**config.mk**
```make
export PLATFORM = sky130hd
export DESIGN_NAME = instr_fetch_unit
export DESIGN_NICKNAME = d
export VERILOG_FILES = /design/src/rtl/cpu_pkg.sv /design/src/rtl/fetch_fifo.sv /design/src/rtl/instr_fetch_unit.sv
export SDC_FILE = /design/constraint.sdc
export NUM_CORES = 1
export LEC_CHECK = 0
export BUFFER_PORTS_ARGS = -buffer_cell sky130_fd_sc_hd__clkbuf_2
export CELL_PAD_IN_SITES_DETAIL_PLACEMENT = 0
export CELL_PAD_IN_SITES_GLOBAL_PLACEMENT = 1
export CORE_AREA = 10 10 191 193
export DETAILED_ROUTE_END_ITERATION = 7
export DIE_AREA = 0 0 201 203
export GPL_ROUTABILITY_DRIVEN = 0
export PLACE_DENSITY = 0.59
export REMOVE_ABC_BUFFERS = 1
export SETUP_SLACK_MARGIN = 0.5
export SYNTH_ARGS = -nofsm -noshare
export SYNTH_HDL_FRONTEND = slang
export SYNTH_SLANG_ARGS = --single-unit
```
**constraint.sdc**
```tcl
create_clock -name clk -period 3.4 [get_ports clk]
set_input_delay 0.17 -clock clk [delete_from_list [all_inputs] [get_ports clk]]
set_output_delay 0.17 -clock clk [all_outputs]
set_load 0.01 [all_outputs]
```
**src/rtl/cpu_pkg.sv**
```systemverilog
// Shared CPU-wide constants and the fetch-stage state type.
package cpu_pkg;

    localparam int unsigned INSTR_W    = 32;
    localparam int unsigned OPCODE_MSB = 31;
    localparam int unsigned OPCODE_LSB = 26;
    localparam logic [INSTR_W-1:0] NOP_INSTR = 32'h0;

    typedef enum logic {
        FETCH = 1'b0,
        FLUSH = 1'b1
    } fetch_state_t;

endpackage

```
**src/rtl/fetch_fifo.sv**
```systemverilog
// Prefetch buffer holding {pc, instr} pairs; clear overrides push and pop.
module fetch_fifo
    import cpu_pkg::*;
#(
    parameter int unsigned PC_W  = 32,
    parameter int unsigned DEPTH = 2
) (
    input  logic                     clk,
    input  logic                     rst_n,
    input  logic                     push,
    input  logic                     pop,
    input  logic                     clear,
    input  logic [PC_W-1:0]          push_pc,
    input  logic [INSTR_W-1:0]       push_instr,
    output logic [PC_W-1:0]          head_pc,
    output logic [INSTR_W-1:0]       head_instr,
    output logic [$clog2(DEPTH):0]   count,
    output logic                     full,
    output logic                     empty
);

    localparam int unsigned AW = $clog2(DEPTH);
    localparam logic [AW:0] FULL_CNT = (AW+1)'(DEPTH);

    logic [PC_W-1:0]    pc_mem    [DEPTH];
    logic [INSTR_W-1:0] instr_mem [DEPTH];
    logic [AW-1:0]      wr_ptr;
    logic [AW-1:0]      rd_ptr;
    logic               do_push;
    logic               do_pop;

    assign empty      = (count == '0);
    assign full       = (count == FULL_CNT);
    assign do_pop     = pop && !empty;
    // A full buffer still accepts a push when the head leaves in the same cycle.
    assign do_push    = push && (!full || do_pop);
    assign head_pc    = pc_mem[rd_ptr];
    assign head_instr = instr_mem[rd_ptr];

    always_ff @(posedge clk or negedge rst_n) begin
        if (!rst_n) begin
            wr_ptr <= '0;
            rd_ptr <= '0;
            count  <= '0;
            for (int unsigned i = 0; i < DEPTH; i++) begin
                pc_mem[i]    <= '0;
                instr_mem[i] <= NOP_INSTR;
            end
        end else if (clear) begin
            wr_ptr <= '0;
            rd_ptr <= '0;
            count  <= '0;
        end else begin
            if (do_push) begin
                pc_mem[wr_ptr]    <= push_pc;
                instr_mem[wr_ptr] <= push_instr;
                wr_ptr            <= wr_ptr + 1'b1;
            end
            if (do_pop) begin
                rd_ptr <= rd_ptr + 1'b1;
            end
            count <= count + (AW+1)'(do_push) - (AW+1)'(do_pop);
        end
    end

    no_overflow: assert property (@(posedge clk) disable iff (!rst_n)
        !(push && !clear && full && !pop));

endmodule

```
**src/rtl/instr_fetch_unit.sv**
```systemverilog
// Fetch stage: owns the PC, issues credit-limited imem reads, buffers responses for decode.
module instr_fetch_unit
    import cpu_pkg::*;
#(
    parameter int unsigned     PC_W     = 32,
    parameter int unsigned     DEPTH    = 2,
    parameter logic [PC_W-1:0] RESET_PC = '0
) (
    input  logic               clk,
    input  logic               rst_n,
    output logic               imem_req_valid,
    input  logic               imem_req_ready,
    output logic [PC_W-1:0]    imem_req_addr,
    input  logic               imem_resp_valid,
    input  logic [INSTR_W-1:0] imem_resp_data,
    input  logic               redirect_valid,
    input  logic [PC_W-1:0]    redirect_target,
    output logic               instr_valid,
    input  logic               instr_ready,
    output logic [INSTR_W-1:0] instr_out,
    output logic [PC_W-1:0]    pc_out,
    output logic               flushing
);

    localparam int unsigned CW = $clog2(DEPTH) + 1;
    localparam logic [CW:0] CREDITS = (CW+1)'(DEPTH);

    fetch_state_t  state, state_nxt;
    logic [PC_W-1:0] fetch_pc;
    logic [PC_W-1:0] resp_pc;
    logic [CW-1:0]   outstanding;
    logic [CW-1:0]   drop_cnt, drop_nxt;
    logic [CW-1:0]   fifo_count;
    logic [CW:0]     credit_used;
    logic            fifo_full, fifo_empty;
    logic            req_fire, push, pop;

    assign credit_used = {1'b0, fifo_count} + {1'b0, outstanding};

    // Gated by rst_n so the request port is quiet while reset is held.
    assign imem_req_valid = rst_n && (state == FETCH) && !redirect_valid
                            && (credit_used < CREDITS);
    assign imem_req_addr  = fetch_pc;
    assign req_fire       = imem_req_valid && imem_req_ready;

    assign instr_valid = !fifo_empty;
    assign pop         = instr_valid && instr_ready;
    assign push        = imem_resp_valid && !redirect_valid && (drop_cnt == '0);
    assign flushing    = (state == FLUSH);

    // Redirect recomputes the stale count from scratch; the response in this cycle is already gone.
    always_comb begin
        state_nxt = state;
        drop_nxt  = drop_cnt;
        if (redirect_valid) begin
            drop_nxt = outstanding - CW'(imem_resp_valid);
        end else if (imem_resp_valid && (drop_cnt != '0)) begin
            drop_nxt = drop_cnt - 1'b1;
        end
        unique case (state)
            FETCH: if (redirect_valid && (drop_nxt != '0)) state_nxt = FLUSH;
            FLUSH: if (drop_nxt == '0) state_nxt = FETCH;
            default: state_nxt = FETCH;
        endcase
    end

    always_ff @(posedge clk or negedge rst_n) begin
        if (!rst_n) begin
            state       <= FETCH;
            drop_cnt    <= '0;
            outstanding <= '0;
            fetch_pc    <= RESET_PC;
            resp_pc     <= RESET_PC;
        end else begin
            state       <= state_nxt;
            drop_cnt    <= drop_nxt;
            outstanding <= outstanding + CW'(req_fire) - CW'(imem_resp_valid);
            if (redirect_valid) begin
                fetch_pc <= redirect_target;
                resp_pc  <= redirect_target;
            end else begin
                if (req_fire) fetch_pc <= fetch_pc + 1'b1;
                if (push)     resp_pc  <= resp_pc + 1'b1;
            end
        end
    end

    fetch_fifo #(
        .PC_W  (PC_W),
        .DEPTH (DEPTH)
    ) u_fifo (
        .clk        (clk),
        .rst_n      (rst_n),
        .push       (push),
        .pop        (pop),
        .clear      (redirect_valid),
        .push_pc    (resp_pc),
        .push_instr (imem_resp_data),
        .head_pc    (pc_out),
        .head_instr (instr_out),
        .count      (fifo_count),
        .full       (fifo_full),
        .empty      (fifo_empty)
    );

    no_spurious_resp: assert property (@(posedge clk) disable iff (!rst_n)
        imem_resp_valid |-> (outstanding != '0));

    credit_holds: assert property (@(posedge clk) disable iff (!rst_n)
        !(push && fifo_full && !pop));

endmodule

```
==> results of run 1 <==
## worst max-delay path by stage
stage	cells after the start	slack [ns]	endpoint
2_1_floorplan	5	-1.50	u_fifo.instr_mem[32]
3_3_place_gp	9	0.68	imem_req_addr[17]
3_5_place_dp	9	0.63	imem_req_addr[17]
4_1_cts	9	0.62	imem_req_addr[25]
5_1_grt	9	0.57	imem_req_addr[26]
6_report	9	0.73	imem_req_addr[17]
## per-layer routing
layer  share of wire [%]  vias to the layer above  track usage [%]
met4                 1.1                        0             2.52
met5                   0                        -                0
met2                  47                      143             22.1
li1                    -                     3371                -
met1                  46                     3494             17.8
met3                 6.1                       30             3.42
## power by group through the flow
stage / sequential, mW / combinational (mW) / clock [mW]
floorplan: 3.60 / 1.85 / 0
global placement: 3.75 / 2.82 / 0
detailed placement: 3.78 / 2.84 / 0
CTS: 3.73 / 2.92 / 2.71
global route: 3.84 / 3.13 / 2.81
finish: 3.72 / 2.84 / 2.60
## metrics by stage
stage	total power, mW	util [%]	setup WS, ns	hold slack (ns)	cells
global route	9.78	38.5	0.575	0.0794	1494
floorplan	5.45	-	-1.50	-0.126	763
detailed placement	6.62	34.0	0.633	0.187	1384
CTS	9.36	38.4	0.622	0.0494	1491
finish	9.16	38.5	0.733	0.0669	1494
global placement	6.57	34.0	0.676	0.180	1384
## flip-flops by register name (all words and copies together), names as in the netlist
name and count:
drop_cnt 2, flushing 1, imem_req_addr 32, outstanding 2, resp_pc 32, u_fifo.count 2
u_fifo.instr_mem 64, u_fifo.pc_mem 64, u_fifo.rd_ptr 1, u_fifo.wr_ptr 1
## cells by family after synthesis
group / after synthesis / synth area share (%)
muxes: 196 / 22.8
xor gates and xnor gates: 43 / 3.90
buffers and inverters: 55 / 2.40
and+or+nand+nor: 212 / 12.2
DFF: 201 / 52.1
adders and majority gates: 9 / 1.24
AOI/OAI and AO/OA: 82 / 5.40
## cell usage in the layout, fill, tap and decap left out, types with 6 or more instances in the layout
cell / synthesis / routed
o21ai_1: 6 / 6
ha_1: 8 / 8
and2_1: 8 / 7
clkbuf_16: 0 / 25
nand4_1: 22 / 22
nand3_1: 38 / 38
mux2_2: 191 / 191
nand2_1: 52 / 52
buf_4: 0 / 11
a21oi_1: 13 / 13
clkbuf_1: 20 / 8
dlygate4sd3_1: 0 / 63
xnor2_1: 30 / 30
o21ai_0: 26 / 26
nor2_1: 35 / 35
dfrtp_1: 201 / 200
xor2_1: 13 / 13
o211ai_1: 10 / 10
clkbuf_2: 0 / 167
o311ai_0: 7 / 7
inv_1: 18 / 18
and3_1: 11 / 11
## final cells by class
type | instances | share of cell area (%)
clock buffers | 37 | 5.69
multi-input cells | 542 | 35.3
repair buffers | 245 | 13.0
well taps | 442 | 4.43
flip-flops and latches | 201 | 40.3
clock inverters | 7 | 0.701
inverters | 20 | 0.601
## worst min-delay path: stages
cell      delay [ns]
clkbuf_2        0.08
and2_1          0.19
a21o_1          0.10
## what timing repair did
item | in CTS | in global routing
resized for setup | 0 | 0
endpoints found under the setup margin | 0 | 4
buffers inserted | 0 | 3
endpoints found under the hold margin | 177 | 0
hold buffers | 63 | 0
==> flow_summary.json, run 1 <==
{
  "status": "finished clean",
  "fin_crit_sh_pct": 78.4,
  "synth_edf_count": 0,
  "die_height_um": 203,
  "maxCapViolCount": 0,
  "reg2reg_to": "imem_req_addr[17]",
  "synth.avg_cell_area_um2": 12.1,
  "fp-row-count": 66,
  "postSynthRegisterBits": 201,
  "leakage_nw": 5.56,
  "path_cells": "inv_1, nor2_1, fa_1, or4b_4, nor2_4, inv_2, buf_4, or4_1, nand3_1",
  "rsz0062_at_grt": "false",
  "finalHoldViolCount": 0,
  "regArea_um2": 5030,
  "h-tree-depth": 1,
  "p_per_area_nw_per_um2": 733,
  "critPathArrivalTime_ns": 3.12,
  "combPwrFrac_pct": 31.0,
  "wl_per_cell_um": 18.7,
  "place_hpwl_um": 19200,
  "ant_nets": 0,
  "vias": 7038,
  "cts_tree": "built",
  "p_sw_share_pct": 31.0,
  "multiInputGateArea_um2": 4410,
  "num_antenna_cells": 0,
  "switching_power_mw": 2.84,
  "die_x_um": 201,
  "synthTopCellsByCount": "dfrtp_1 (201), mux2_2 (191), nand2_1 (52)",
  "whs_endpoint": "resp_pc[28]",
  "initial_core_util_pct": 29.8,
  "ys_seq_area_share_pct": 52.1,
  "fp.coreArea_um2": 32500,
  "finalSetupTns_ns": 0,
  "fp.dieArea_um2": 40800,
  "cts_buffer_depth": 3,
  "p_int_mw": 6.32,
  "startpoint_type": "flop",
  "synthToLayoutAreaGrowth_pct": 29.3,
  "synthesis.instances": 798,
  "synthArstFlopShare_pct": 100,
  "critPathLaunch": "u_fifo.count[0]",
  "overflow": 0,
  "irDropWorstVdd_mv": 0.427,
  "fin_area_um2": 12500,
  "hold_class": "primary input to flop",
  "synth_area_um2": 9660,
  "dr.pass1.iters": 4,
  "nets": 1114,
  "io_pins": 169,
  "critPathRequiredTime_ns": 3.85,
  "placed_cell_area_um2": 11000,
  "clk_latency_ns": 0.52,
  "root_buffer": "clkbuf_16",
  "clk_pin_slew_ns": 0.06,
  "track_usage_pct": 13.5,
  "ys_top_cells_by_area": "dfrtp_1 (52%), mux2_2 (22%), xnor2_1 (2.7%), nand2_1 (2.0%), nand3_1 (2.0%)",
  "max_slew_margin_pct": 30.1,
  "numCtsBuffers": 25,
  "rr_worst_depth": 9,
  "synth_top_area_share_pct": 52.1,
  "max_stage_delay_ns": 0.56,
  "synthDistinctLibCells": 58,
  "r2r-start": "u_fifo.count[0]",
  "critPathTopFamily": "simple AND/OR/NAND/NOR gates",
  "slowest_stage": "or4b_4",
  "drv_slew": 0,
  "drcViolationCount": 0,
  "grt_max_degree": 146,
  "end_kind": "flop",
  "viasPerCell": 4.71,
  "grt_pass1_vias": 7484,
  "min_path_cells": 3,
  "n_fill_cell": 3282,
  "portBuffers": 168,
  "max_freq_mhz": 375,
  "period_needed_ns": 2.67,
  "setup_viol": 0,
  "crit_buf_inv": 3,
  "critical_path_class": "flop to flop",
  "grt_pass1_wl_um": 44600,
  "cts_sinks": 201,
  "drive_above_1_share_pct": 40.9,
  "wirelength_um": 28000,
  "antenna_found_initial": 0,
  "drt_iter0_markers": 295,
  "clkPwrFrac_pct": 28.4,
  "critPathMaxFanout": 23,
  "min_from": "redirect_target[28]",
  "synthFlopType": "dfrtp_1",
  "post-synth-top-area-cell": "dfrtp_1",
  "worst_slew_pin_slew_ns": 1.05,
  "synth_warnings": 0,
  "skew_ns": 0.00797,
  "seqPwrFrac_pct": 40.6,
  "reg2reg_setup_slack_ns": 0.73,
  "synth.most_common_cell": "dfrtp_1"
}
Power figures use the tool's default switching activity.
==> run 2: changes to the inputs <==
- ABC_AREA: not set -> 1
- CORE_AREA: 10 10 191 193 -> 10 10 201 203
- DIE_AREA: 0 0 201 203 -> 0 0 211 213
- PLACE_DENSITY: 0.59 -> 0.65
- clock period: 3.4 -> 2.3 ns (I/O delays scaled with it)
==> run 2 against run 1 <==
Net effect: total power up 110%; flip-flop and latch count is the same; synthesized area rose by 12%; sequential share of layout area is 11 points lower; critical path type unchanged; cell area increased by 37%; core utilization increased by 8.7 points; synthesized cell count up 80%; first-iteration DRC count rose by 86%; non-clock buffer count up 109.
==> flow_summary.json, run 2 <==
{
  "cts_buffer_depth": 3,
  "dp.cells": 2047,
  "dr.pass1.iters": 6,
  "top_regs": "u_fifo.instr_mem x64, u_fifo.pc_mem x64",
  "skew_ns": 0.0144,
  "synthToLayoutAreaGrowth_pct": 58.7,
  "grt_pass1_vias": 10256,
  "post-route-util_pct": 47.2,
  "die_height_um": 213,
  "viasPerCell": 4.75,
  "initial_core_util_pct": 29.7,
  "leakage_nw": 8.58,
  "synth.avg_cell_area_um2": 7.49,
  "place_hpwl_um": 24700,
  "fin_crit_sh_pct": 89.4,
  "synth_compound_area_share_pct": 12.6,
  "critPathArrivalTime_ns": 2.48,
  "yosys.area_share.simple_pct": 29.3,
  "multiInputGateArea_um2": 5960,
  "path_cells": "nand2_1, inv_1, fa_1, nor2_2, buf_4, nand4_4, buf_12, nand2_8, inv_1, a21oi_1, a21oi_1",
  "synth_fa_ha_area_share_pct": 1.11,
  "critPathMaxFanout": 7,
  "seqPwrFrac_pct": 31.8,
  "clkPwrFrac_pct": 21.1,
  "mostFrequentLayoutCells": "nand2_1 (357), dfrtp_1 (197), inv_1 (151), nand2_2 (137), clkbuf_2 (102)",
  "hold_slack_ns": 0.0289,
  "clk_pin_slew_ns": 0.06,
  "n_fill_cell": 3501,
  "drt_iter0_markers": 550,
  "numCtsBuffers": 25,
  "synthArstFlopShare_pct": 100,
  "synth_area_um2": 10800,
  "max_freq_mhz": 486,
  "setup_ws_ns": 0.243,
  "antenna_found_initial": 0,
  "synth_edf_count": 0,
  "combPwrFrac_pct": 47.1,
  "startpoint_type": "flop",
  "final_cells": 2256,
  "grt_pass1_wl_um": 58600,
  "postSynthRegisterBits": 201,
  "fp.coreArea_um2": 36300,
  "placed_cell_area_um2": 12200,
  "status": "finished clean",
  "synthDistinctLibCells": 39,
  "clk_latency_ns": 0.54,
  "num_antenna_cells": 0,
  "synth_mux_area_share_pct": 0,
  "wl_per_cell_um": 18.7,
  "hold_class": "primary input to flop",
  "finalHoldViolCount": 0,
  "regArea_um2": 5040,
  "max_stage_delay_ns": 0.47,
  "ys_top_cells_by_area": "dfrtp_1 (47%), nand2_1 (20%), inv_1 (5.4%), o21ai_0 (4.8%), o21ai_2 (4.5%)",
  "synth.most_common_cell": "nand2_1",
  "drcViolationCount": 0,
  "drv_slew": 0,
  "maxCapViolCount": 0,
  "synth_top_family_by_area": "simple AND/OR/NAND/NOR gates",
  "fp.dieArea_um2": 44900,
  "h-tree-depth": 1,
  "drive_above_1_share_pct": 37.5,
  "synth_top_area_share_pct": 46.7,
  "setup_viol": 0,
  "p_sw_share_pct": 38.5,
  "place_ws_ns": 0.194,
  "p_int_mw": 11.8,
  "max_slew_margin_pct": 37.2,
  "slowest_stage": "fa_1",
  "ant_nets": 0,
  "fp-row-count": 70,
  "root_buffer": "clkbuf_16",
  "nets": 1848,
  "die_x_um": 211,
  "synthesis.instances": 1439,
  "layout_commonest_cell": "nand2_1",
  "grt_max_degree": 132,
  "worst_slew_pin_slew_ns": 0.942,
  "wirelength_um": 42200,
  "finalSetupTns_ns": 0,
  "io_pins": 169,
  "synth_warnings": 0,
  "irDropWorstVdd_mv": 0.428,
  "ys_seq_area_share_pct": 46.7,
  "cts_sinks": 201,
  "p_per_area_nw_per_um2": 1120,
  "track_usage_pct": 16.5,
  "post-synth-top-area-cell": "dfrtp_1",
  "critPathRequiredTime_ns": 2.72,
  "cts_tree": "built",
  "synthXorXnorAreaFrac_pct": 1.46,
  "end_kind": "flop",
  "rsz0062_at_grt": "true",
  "overflow": 0,
  "portBuffers": 168,
  "synthTopCellsByCount": "nand2_1 (574), dfrtp_1 (201), inv_1 (155)",
  "critical_path_class": "flop to flop",
  "p_total_mw": 19.2,
  "vias": 10714,
  "switching_power_mw": 7.41,
  "fin_area_um2": 17100,
  "synthFlopType": "dfrtp_1",
  "period_needed_ns": 2.06
}
## run 2: worst max-delay path: cells and delay by family (launching register included)
| kind | cells | cell delay, ns |
|---|---|---|
| buf+inv | 4 | 0.47 |
| compound gates | 2 | 0.22 |
| fa+ha+maj | 1 | 0.47 |
| flops | 1 | 0.40 |
| simple gates | 4 | 0.37 |
## run 2: path summary, 6_finish.rpt
check                                  from                    to  slack, ns  cells after the start
hold / removal              imem_resp_valid           drop_cnt[0]       0.03                      3
hold reg to reg            u_fifo.pc_mem[0]      u_fifo.pc_mem[0]       0.49                      2
setup / recovery            u_fifo.count[0]     imem_req_addr[30]       0.24                     11
min in group asynchronous             rst_n  u_fifo.instr_mem[58]       0.04                      2
setup reg to reg            u_fifo.count[0]     imem_req_addr[30]       0.24                     11
max in group asynchronous             rst_n   u_fifo.instr_mem[1]       1.09                      3
## run 2: layer usage
metal | part of all wire, % | track usage [%]
met4 | 2.8 | 4.12
met5 | 0 | 0
met2 | 48 | 27.1
met1 | 43 | 22.0
met3 | 5.8 | 2.84
## run 2: timing repair
item                                    CTS  global route
hold endpoints to repair                195             0
buffers inserted                         27            19
hold buffers                             64             0
pin swaps                                57            62
gates cloned                             21            32
endpoints found under the setup margin  111           234
gates resized for setup                 176           424
## run 2: logic make-up after synthesis
logic type                 Yosys count
DFF                                201
buffers and inverters              212
AOI/OAI and AO/OA                  218
and+or+nand+nor                    781
xor gates and xnor gates            18
adders and majority gates            9
## run 2: area by class of cell
cell class              count  share of cell area (%)
flip-flops and latches    201                    29.5
well taps                 468                    3.42
repair inverters            1                  0.0951
clock inverters            13                   0.768
clock buffers              33                    4.24
multi-input cells        1029                    34.8
repair buffers            354                    23.6
inverters                 157                    3.56
## run 2: power by group through the flow
stage	logic, mW	clock network (mW)	registers [mW]
floorplan	3.07	0	5.56
global placement	5.13	0	5.65
detailed placement	5.21	0	5.67
CTS	7.25	4.18	5.73
global route	9.84	4.34	6.27
finish	9.06	4.06	6.11
